===== config.mk =====
export PLATFORM = sky130hd
export DESIGN_NAME = wash_sequencer
export DESIGN_NICKNAME = d
export VERILOG_FILES = /design/src/rtl/wash_sequencer_pkg.sv /design/src/rtl/wash_sequencer_timer.sv /design/src/rtl/wash_sequencer.sv
export SDC_FILE = /design/constraint.sdc
export NUM_CORES = 1
export LEC_CHECK = 0
export ABC_CLOCK_PERIOD_IN_PS = 2800
export CAP_MARGIN = 20
export CORE_MARGIN = 8
export CORE_UTILIZATION = 54
export DETAILED_ROUTE_END_ITERATION = 10
export PLACE_DENSITY = 0.78
export SYNTH_ARGS = -nofsm -noshare
export SYNTH_HDL_FRONTEND = slang
export SYNTH_SLANG_ARGS = --single-unit
export TNS_END_PERCENT = 20

===== constraint.sdc =====
create_clock -name clk -period 2.8 [get_ports clk]
set_clock_uncertainty 0.15 [all_clocks]
set_input_delay 0.28 -clock clk [delete_from_list [all_inputs] [get_ports clk]]
set_output_delay 0.28 -clock clk [all_outputs]
set_load 0.02 [all_outputs]

===== src/rtl/wash_sequencer_pkg.sv =====
// Shared types and default durations for the wash programme sequencer.
package wash_sequencer_pkg;

    typedef enum logic [2:0] {
        S_IDLE        = 3'd0,
        S_FILL        = 3'd1,
        S_WASH        = 3'd2,
        S_DRAIN       = 3'd3,
        S_RFILL       = 3'd4,
        S_RINSE       = 3'd5,
        S_SPIN        = 3'd6,
        S_ABORT_DRAIN = 3'd7
    } state_t;

    localparam logic [1:0] MOTOR_OFF  = 2'd0;
    localparam logic [1:0] MOTOR_SLOW = 2'd1;
    localparam logic [1:0] MOTOR_FAST = 2'd2;

    localparam logic [7:0] FILL_T_DEF  = 8'd3;
    localparam logic [7:0] WASH_T_DEF  = 8'd5;
    localparam logic [7:0] DRAIN_T_DEF = 8'd2;
    localparam logic [7:0] RINSE_T_DEF = 8'd4;
    localparam logic [7:0] SPIN_T_DEF  = 8'd6;
    localparam logic [1:0] RINSES_DEF  = 2'd2;

endpackage


===== src/rtl/wash_sequencer_timer.sv =====
// 8-bit countdown timer: irq is high for the one cycle the armed count sits at
// zero, after which the timer parks idle until the next load.
module wash_sequencer_timer (
    input  logic       clk,
    input  logic       rst,
    input  logic [7:0] set,
    input  logic       load,
    output logic       irq
);

    logic [7:0] count;
    logic       armed;

    always_ff @(posedge clk) begin
        if (rst) begin
            count <= 8'd0;
            armed <= 1'b0;
        end else if (load) begin
            count <= set;
            armed <= 1'b1;
        end else if (armed) begin
            if (count == 8'd0) armed <= 1'b0;
            else               count <= count - 8'd1;
        end
    end

    assign irq = armed && (count == 8'd0);

endmodule


===== src/rtl/wash_sequencer.sv =====
// Washing-machine programme sequencer: fill, wash, drain, N rinse cycles, spin,
// with abort-to-drain. Each timed state lasts its duration + 2 cycles.
module wash_sequencer
    import wash_sequencer_pkg::*;
#(
    parameter logic [7:0] FILL_T  = FILL_T_DEF,
    parameter logic [7:0] WASH_T  = WASH_T_DEF,
    parameter logic [7:0] DRAIN_T = DRAIN_T_DEF,
    parameter logic [7:0] RINSE_T = RINSE_T_DEF,
    parameter logic [7:0] SPIN_T  = SPIN_T_DEF,
    parameter logic [1:0] RINSES  = RINSES_DEF
) (
    input  logic       clk,
    input  logic       rst,
    input  logic       start,
    input  logic       abort,
    output logic       water_in,
    output logic       drain,
    output logic [1:0] motor,
    output logic       busy,
    output logic       done,
    output logic [2:0] phase
);

    state_t     state, state_next;
    logic [1:0] rinses_done, rinses_next;
    logic [7:0] set, set_next;
    logic       load, load_next;
    logic       done_next;
    logic       irq;
    logic       expired;

    wash_sequencer_timer u_timer (
        .clk  (clk),
        .rst  (rst),
        .set  (set),
        .load (load),
        .irq  (irq)
    );

    // The timer still holds the previous state's count during a load cycle.
    assign expired = irq && !load;

    always_comb begin
        state_next  = state;
        rinses_next = rinses_done;
        done_next   = 1'b0;
        case (state)
            S_IDLE:        if (start)   state_next = S_FILL;
            S_FILL:        if (expired) state_next = S_WASH;
            S_WASH:        if (expired) state_next = S_DRAIN;
            S_DRAIN:       if (expired) state_next = (rinses_done < RINSES) ? S_RFILL : S_SPIN;
            S_RFILL:       if (expired) state_next = S_RINSE;
            S_RINSE: begin
                if (expired) begin
                    state_next  = S_DRAIN;
                    rinses_next = (rinses_done == 2'd3) ? 2'd3 : rinses_done + 2'd1;
                end
            end
            S_SPIN: begin
                if (expired) begin
                    state_next = S_IDLE;
                    done_next  = 1'b1;
                end
            end
            S_ABORT_DRAIN: if (expired) state_next = S_IDLE;
            default:       state_next = S_IDLE;
        endcase

        if (abort && state != S_IDLE && state != S_ABORT_DRAIN) begin
            state_next  = S_ABORT_DRAIN;
            rinses_next = rinses_done;
            done_next   = 1'b0;
        end

        if (state_next == S_FILL && state != S_FILL) rinses_next = 2'd0;

        load_next = (state_next != state) && (state_next != S_IDLE);
        set_next  = 8'd0;
        if (load_next) begin
            case (state_next)
                S_FILL, S_RFILL:        set_next = FILL_T;
                S_WASH:                 set_next = WASH_T;
                S_DRAIN, S_ABORT_DRAIN: set_next = DRAIN_T;
                S_RINSE:                set_next = RINSE_T;
                S_SPIN:                 set_next = SPIN_T;
                default:                set_next = 8'd0;
            endcase
        end
    end

    always_ff @(posedge clk) begin
        if (rst) begin
            state       <= S_IDLE;
            rinses_done <= 2'd0;
            load        <= 1'b0;
            set         <= 8'd0;
            done        <= 1'b0;
        end else begin
            state       <= state_next;
            rinses_done <= rinses_next;
            load        <= load_next;
            set         <= set_next;
            done        <= done_next;
        end
    end

    always_comb begin
        water_in = (state == S_FILL) || (state == S_RFILL);
        drain    = (state == S_DRAIN) || (state == S_SPIN) || (state == S_ABORT_DRAIN);
        motor    = MOTOR_OFF;
        if (state == S_WASH || state == S_RINSE) motor = MOTOR_SLOW;
        if (state == S_SPIN)                     motor = MOTOR_FAST;
    end

    assign busy  = (state != S_IDLE);
    assign phase = state;

endmodule


# --- Word level (Yosys, flattened, before mapping) ---
# Cells that the tools add are included.
word_totals:
  reg_bits: 24
  out_inout_bits: 9
  word_cells: 77
classes:
  add_sub_neg: 2
  magnitude_cmp: 1
  eq_ne: 19
  n_mux: 20
  n_bitwise: 3
  n_reduce_logical: 25
ops:
  columns: ["operator", "n"]
  rows:
  - ["$eq 3x3->1 const B", 8]
  - ["$mux 8", 3]
  - ["$mux 3", 7]
  - ["$pmux 3 s6", 1]
  - ["$pmux 3 s5", 1]
  - ["$eq 3x2->1 const B", 4]
  - ["$reduce_or 2->1", 6]
  - ["$logic_not 8->1", 1]
  - ["$sub 8x1->8 const B", 1]
  - ["$eq 3x1->1 const B", 2]
  - ["$logic_and 1x1->1", 6]
  - ["$mux 2", 3]
  - ["$reduce_bool 3->1", 2]
  - ["$mux 1", 5]
  - ["$logic_or 1x1->1", 4]
  - ["$logic_not 3->1", 1]
  - ["$ne 3x1->1 const B", 1]
  - ["$ne 3x3->1", 1]
  - ["$ne 3x3->1 const B", 1]
  - ["$not 1->1", 3]
  - ["$reduce_and 3->1", 1]
  - ["$reduce_or 3->1", 1]
  - ["$add 2x1->2 const B", 1]
  - ["$eq 2x2->1 const B", 1]
  - ["other kinds (5)", 5]

# --- Longest topological paths before layout ---
depth:
  depth_word: 10
  ltp_mapped: 8
  mapped_depth_nobuf: 7

# --- By module ---
# Synthesis repeated with hierarchy kept, for this count alone.
unflattened:
  hier_cells: 150
  hier_area_um2: 1237.4
modules_own_cells:
  columns: ["mod", "instances", "cells_each", "area_per_inst_um2"]
  rows:
  - ["wash_sequencer", 1, 87, 701.9]
  - ["wash_sequencer_timer", 1, 63, 535.5]

# --- Worst setup path after synthesis ---
# OpenSTA, ideal clock, no wires.
synth_path:
  path_kind: "register -> register"
  start: "register u_timer.count[0]"
  end: "register set[0]"
  setup_ns: 0.095
  arrival_ns: 1.674
  required_time_ns: 2.555
  path_slack_ns: 0.881
  path_stages_with_launch: 9
  n_path_buf: 1
  path_cell_list: "dfxtp_1 -> inv_1 -> ha_1 -> nor3b_2 -> and4b_1 -> buf_6 -> nor4_1 -> nor3_2 -> a221oi_1"
synth_via:
  elab_chain_cells: 10
  elab_cells_between_ends: 25
synth_rtl:
  columns: ["element", "line", "source"]
  rows:
  - ["start, declared", "wash_sequencer_timer.sv:11", "logic [7:0] count;"]
  - ["start signal, assigned", "wash_sequencer_timer.sv:19", "count <= set;"]
  - ["start signal, assigned", "wash_sequencer_timer.sv:23", "else count <= count - 8'd1;"]
  - ["$logic_not 8->1 *", "wash_sequencer_timer.sv:27", "assign irq = armed && (count == 8'd0);"]
  - ["$logic_and 1x1->1 *", "wash_sequencer_timer.sv:27", null]
  - ["$logic_and 1x1->1 *", "wash_sequencer.sv:42", "assign expired = irq && !load;"]
  - ["$mux 3 (on tied branches)", null, null]
  - ["$pmux 3 s6 *", "wash_sequencer.sv:48", "case (state)"]
  - ["$mux 3 *", "wash_sequencer.sv:70", "if (abort && state != S_IDLE && state != S_ABORT_DRAIN) begin"]
  - ["branches (longest 4 deep; another with $pmux 3 s5)", null, null]
  - ["end signal, assigned", "wash_sequencer.sv:103", "set <= set_next;"]
  - ["end, declared", "wash_sequencer.sv:27", "logic [7:0] set, set_next;"]
# Every way passes the cells marked *.
# A chain may end at the register's enable or synchronous reset.

# --- Final worst setup path ---
layout_path:
  start: "register state[1] (netlist: phase[1])"
  end: "output port motor[0]"
layout_via:
  elab_chain_cells: 4
  elab_cells_between_ends: 6
layout_rtl:
  columns: ["element", "line", "source"]
  rows:
  - ["start, declared", "wash_sequencer.sv:25", "state_t state, state_next;"]
  - ["start signal, assigned", "wash_sequencer.sv:100", "state <= state_next;"]
  - ["$eq 3x2->1 / $eq 3x3->1 (equally long branches)", "wash_sequencer.sv:112", "if (state == S_WASH || state == S_RINSE) motor = MOTOR_SLOW;"]
  - ["$logic_or 1x1->1", "wash_sequencer.sv:112", null]
  - ["$mux 1", "wash_sequencer.sv:112", null]
  - ["$mux 2 *", "wash_sequencer.sv:113", "if (state == S_SPIN) motor = MOTOR_FAST;"]
  - ["end, declared", "wash_sequencer.sv:19", "output logic [1:0] motor,"]
# Mark *: on every way between the ends. The rest lies on a longest branch, timed or not.

==> metrics.md <==
| Metric | Value |
|---|---|
| Setup bufs post-CTS | `0` |
| Unrepaired setup endpoints after global routing | `false` |
| Finished Core Util | `64.0%` |
| Final GP Congestion | `just under 1` |
| Peak supply drop | `455 uV` |
| CTS tree | `built` |
| Fmax | `0.428 GHz` |
| Starting Density | `56.3%` |
| Avg WL per Cell | `14.2 um` |
| Worst EP required | `2.37 ns` |
| Area grow syn2layout | `13.8%` |
| Design Power | `0.944 mW` |
| Total GRT Usage | `13.8%` |
| Top-area cell type share of the netlist area | `between 30% and 40%` |
| First-pass DRT Iterations | `4` |
| Clock Latency Late Sink | `around 0.29 ns` |
| Cell variety after synth | `45` |
| Critical path type | `flip-flop to output port` |
| R2R depth | `6` |
| Final Critical Period | `2.34 ns` |
| Worst-margin pin slew | `around 0.54 ns` |
| Crit path capture type | `output port` |
| Worst reg2reg path endpoint | `set[0]$_SDFF_PP0_` |
| PwrDens | `767 nW/um2` |
| Sequential area share after synthesis | `between 30% and 40%` |
| Detail Route Antenna Nets | `0` |
| Maximum Capacitance Violations | `0` |
| Vias | `1,018` |
| Net count after synthesis | `between 100 and 150` |
| Drt total wl | `2.42 mm` |
| Final Cycle Share | `83.5%` |
| Worst Hold Class | `flip-flop to flip-flop` |
| R2r setup slk | `0.60 ns` |
| Layout Nets | `151` |
| Post-Syn Instances | `135` |
| Largest net degree at the start of global routing | `19` |
| Chip width | `60.7 um` |
| Initial antenna violation count | `0` |
| Crit-path max FO | `18` |
| Post-synth top area cell | `dfxtp_1` |
| NetSw | `slightly below 0.4 mW` |
| RR Startpoint | `u_timer.count[0]$_SDFFE_PP0P_` |
| Post-DP HPWL | `1.81 mm` |
| Max-slew violations | `0` |
| Setup crit end | `motor[0]` |
| Die height | `60.7 um` |
| Port bufs | `12` |
| 1st-iter DRT viols | `25` |
| GR Overflow Total | `0` |
| Crit path launch type | `flip-flop` |
| # DRC | `0` |
| Clock power frac | `14.6%` |
| Post-CTS Hold Fix Bufs | `0` |
| Vias per cell | `5.95` |
| Vias in the first global route | `934` |
| Final Hold Fails | `0` |
| Worst slew margin | `around 64%` |
| Combinational power share | `44.7%` |
| Setup TNS | `0 ns` |
| Status | `complete, no violations` |
| # diodes | `0` |
| Syn Std Cell Area | `1080 um2` |
| Final setup viols | `0` |
| Worst EP arrival | `between 1.5 and 2 ns` |
| Clock root cell | `clkbuf_4` |
| Clock sink total | `19` |
| Fraction of layout cells with a size suffix above 1 | `7.64%` |
| Htree depth | `1` |
| Leakage power | `0.455 nW` |
| CP Launch Point | `phase[1]$_SDFF_PP0_` |
| Syn. warnings | `0` |
| Clock edge transition at the registers on the reported setup and hold paths | `between 0.1 and 0.15 ns` |
| Num CTS Buffers | `3` |
| Number of synthesized register bits | `19` |
| Sequential group share of total power | `40.7%` |
| Sw Share | `41.6%` |
| Post_cts resized | `0` |
| Num rows | `16` |
| Syn Area/Cell | `8.01 um2` |
| Full die area | `3690 um2` |
| Clock buffer depth | `2` |
| Core area | `1920 um2` |
| Top Ports | `13` |
| Area contributors post-synth | `dfxtp_1, nor2_1, o21ai_0, xor2_1, inv_1` |
| P_int | `about 0.55 mW` |
| First-pass GRT wire length | `4.00 mm` |
## worst max-delay path: stages (launching register included)
cell and delay [ns]:
dfxtp_1 0.68, nand2_1 0.13, o22ai_1 0.17, clkdlybuf4s50_1 0.64
## through the flow
stage	hold WS [ns]	setup WS [ns]	instance area (um2)	cells
floorplan	0.276	0.881	1080	135
global placement	0.283	0.721	1200	167
detailed placement	0.296	0.638	1200	167
CTS	0.307	0.446	1230	171
global route	0.352	0.325	1230	171
finish	0.303	0.462	1230	171
## power by group through the flow
stage	sequential, mW	clock, mW	combinational, mW
after detailed placement	0.390	0	0.417
after floorplan	0.362	0	0.321
after global placement	0.387	0	0.412
final	0.384	0.138	0.422
after CTS	0.384	0.143	0.420
after global routing	0.393	0.152	0.459
## sequential cells by signal, summed over array words and instances (netlist names)
signal	flops
done	1
rinses_done	2
load	1
set	3
phase	3
u_timer.count	8
u_timer.armed	1
## logic make-up after synthesis
logic type	after synthesis	share of synthesized area, %
adders and majority gates	2	2.31
DFF	19	35.2
and+or+nand+nor	55	28.1
buffers and inverters	16	6.48
AOI/OAI and AO/OA	36	22.2
xor gates and xnor gates	7	5.67
## layout by cell type (no fill, tap or decap), drive strengths merged, types with 3 or more instances in the layout
| cell | synthesis | final |
|---|---|---|
| clkdlybuf4s50 | 0 | 12 |
| o21ai | 10 | 10 |
| a21oi | 7 | 7 |
| nor3 | 3 | 3 |
| nand2 | 8 | 8 |
| clkbuf | 5 | 3 |
| xor2 | 4 | 4 |
| inv | 8 | 8 |
| nor2 | 23 | 23 |
| dfxtp | 19 | 19 |
| a31oi | 4 | 4 |
| xnor2 | 3 | 3 |
| nor2b | 3 | 3 |
## worst min-delay path by stage
stage,end,from,cells after the start,slack [ns]
final,u_timer.count[1]$_SDFFE_PP0P_,set[1]$_SDFF_PP0_,2,0.30
after global routing,u_timer.count[1]$_SDFFE_PP0P_,set[1]$_SDFF_PP0_,2,0.35
after CTS,u_timer.count[1]$_SDFFE_PP0P_,set[1]$_SDFF_PP0_,2,0.31
after detailed placement,u_timer.count[1]$_SDFFE_PP0P_,set[1]$_SDFF_PP0_,2,0.30
after global placement,u_timer.count[1]$_SDFFE_PP0P_,set[1]$_SDFF_PP0_,2,0.28
after floorplan,u_timer.count[1]$_SDFFE_PP0P_,set[1]$_SDFF_PP0_,2,0.28
## layer usage
layer	wire length [um]	part of all wire, %	vias to the layer above	global-route usage (%)
li1	-	-	500	-
met1	1060	44	476	16.5
met2	1170	48	38	24.1
met3	167	6.9	4	3.39
met4	19	0.78	0	2.66
met5	0	0	-	0
## synthesized netlist by cell type
library cell	count
nor4_1	1
a32oi_1	1
buf_6	1
nor2b_1	3
inv_1	8
nor3_2	1
nand2_1	8
nand3b_1	2
o21ai_1	1
nor3_1	2
o21a_1	2
xnor2_1	3
buf_2	2
o21ai_0	9
and4b_1	1
a221oi_1	2
o311ai_0	1
o2111a_1	1
or3_1	1
a21oi_1	5
o22ai_1	2
dfxtp_1	19
a211oi_1	1
nor4b_1	1
nor4_4	1
clkbuf_1	5
or4_1	1
nand2b_1	1
o31ai_1	1
and3b_1	1
a211o_1	1
and2_1	1
and3_1	1
nor2_1	23
ha_1	2
a22oi_1	1
a21oi_2	2
nand3_1	2
or2_2	1
o211ai_1	1
o211a_1	1
nor3b_2	1
xor2_1	4
a31oi_1	4
nand4b_1	2
## layout make-up
cell class / instances / area, um2
sequential: 19 / 380
timing repair buffer: 13 / 128
tap: 27 / 33.8
clock inverter: 1 / 5.00
fill: 178 / 692
multi-input combinational: 100 / 631
clock buffer: 3 / 22.5
inverter: 8 / 30.0
No activity file was read; power rests on OpenSTA's default activity.
==> edit: new RTL, same settings <==
Register the output `water_in`, with the module's reset; this adds one clock of latency there. The other outputs are not delayed to match.
--- a/src/rtl/wash_sequencer.sv
+++ b/src/rtl/wash_sequencer.sv
@@ -23,2 +23,4 @@
 );
+
+    logic water_in_d;
 
@@ -108,3 +110,3 @@
     always_comb begin
-        water_in = (state == S_FILL) || (state == S_RFILL);
+        water_in_d = (state == S_FILL) || (state == S_RFILL);
         drain    = (state == S_DRAIN) || (state == S_SPIN) || (state == S_ABORT_DRAIN);
@@ -118,2 +120,10 @@
 
+    always_ff @(posedge clk) begin
+        if (rst) begin
+            water_in <= '0;
+        end else begin
+            water_in <= water_in_d;
+        end
+    end
+
 endmodule
Behaviour: not the same (Yosys sat finds a counterexample within 4 cycles, from zero or initial values and one cycle with rst high).
==> edit against the unedited design <==
- sequential cell count rose by 1
- clock power rose by 16%
- power rose by 58%
- global-route usage fell by 0.13 points
- critical path type unchanged
- routed wire length rose by 7.6%
- synthesized area rose by 8.7%
- combinational power rose by 95%
- design area rose by 7.8%
- utilization fell by 1.6 points
- setup slack got worse by 0.15 ns
==> edit: results <==
[run_status]
status = "completed"

[cells_and_area]
clk_share_pct = 2.74
seq-cell-share_pct = 30.2
multi_input_gates = 112
multi_input_area_share_pct = 52.8
final_cells = 184
layout.nonclk_buf_share_pct = 9.62
nClkBuffers = 4
drive_gt1_share_pct = 8.33
final_util_pct = 62.4
nNetsFinal = 163
fillers = 198
inv_count = 7

[route]
drtIter0Drc = 32
routed_wl_um = 2600
wl_met1_um = 1170
route.met3.wl_um = 94
wl_met2_um = 1300
via_per_inst = 5.92

[logic_synthesis]
synth_seq_area_share_pct = 34.1
synthTopCellsByArea = "dfxtp_1, nor2_1, nor3_1"
netlist-cell-type-count = 48
ys_ff_latch = 20
synthTopCellsByCount = "nor2_1, dfxtp_1, nor3_1"
ys_async_sr_fraction_pct = 0
synth_fp_nets = 154
yosys_warnings = 0
syn_area_per_cell_um2 = 7.94

[worst_setup_path]
crit_path_max_fanout = 20
critPathTopFamily = "buffers and inverters"
cp_data_arrival_time_ns = 2.05
critPathCapture = "drain"
rr_worst_depth = 7
critPathMaxStageDelay_ns = 0.75
r2r-start = "u_timer.count[0]"
rr_endpoint = "set[1]"

[floorplan]
core-area_um2 = 2130

[grt]
grt_usage_pct = 13.6
antenna_found_initial = 0
grt_pass1_wl_um = 4460
first_global_vias = 1021
use_met1_pct = 15.7
met3_usage_pct = 2.51
met2_usage_pct = 22.9
grt_max_degree = 21

[timing]
slew_headroom_pct = 57.4
min_period_ns = 2.48

[place]
place_congestion = 0.900
pre_cts_slack_ns = 0.363
place_area_um2 = 1290
dp_hpwl_um = 1940

[power_and_ir_drop]
leakage_nw = 0.490
ir_drop_mv = 0.510
## edit: kinds of logic after synthesis
kind of cell	count (synthesis)	synth area share, %
xor+xnor	6	4.47
mux	1	0.852
flops	20	34.1
compound gates	38	21.8
simple gates	65	30.4
buf+inv	16	6.28
fa+ha+maj	2	2.13
## edit: power breakdown
| part | switching [mW] | internal [mW] |
|---|---|---|
| registers | 0.132 | 0.374 |
| clock network | 0.0810 | 0.0791 |
| logic | 0.440 | 0.381 |
## edit: how the worst min path moves through the flow
| stage | start | endpoint | slack [ns] | cells after the start |
|---|---|---|---|---|
| final | set[0] | u_timer.count[0] | 0.32 | 2 |
| after global routing | set[0] | u_timer.count[0] | 0.36 | 2 |
| after CTS | set[0] | u_timer.count[0] | 0.33 | 2 |
| after detailed placement | set[0] | u_timer.count[0] | 0.31 | 2 |
| after global placement | set[0] | u_timer.count[0] | 0.30 | 2 |
| after floorplan | set[0] | u_timer.count[0] | 0.29 | 2 |
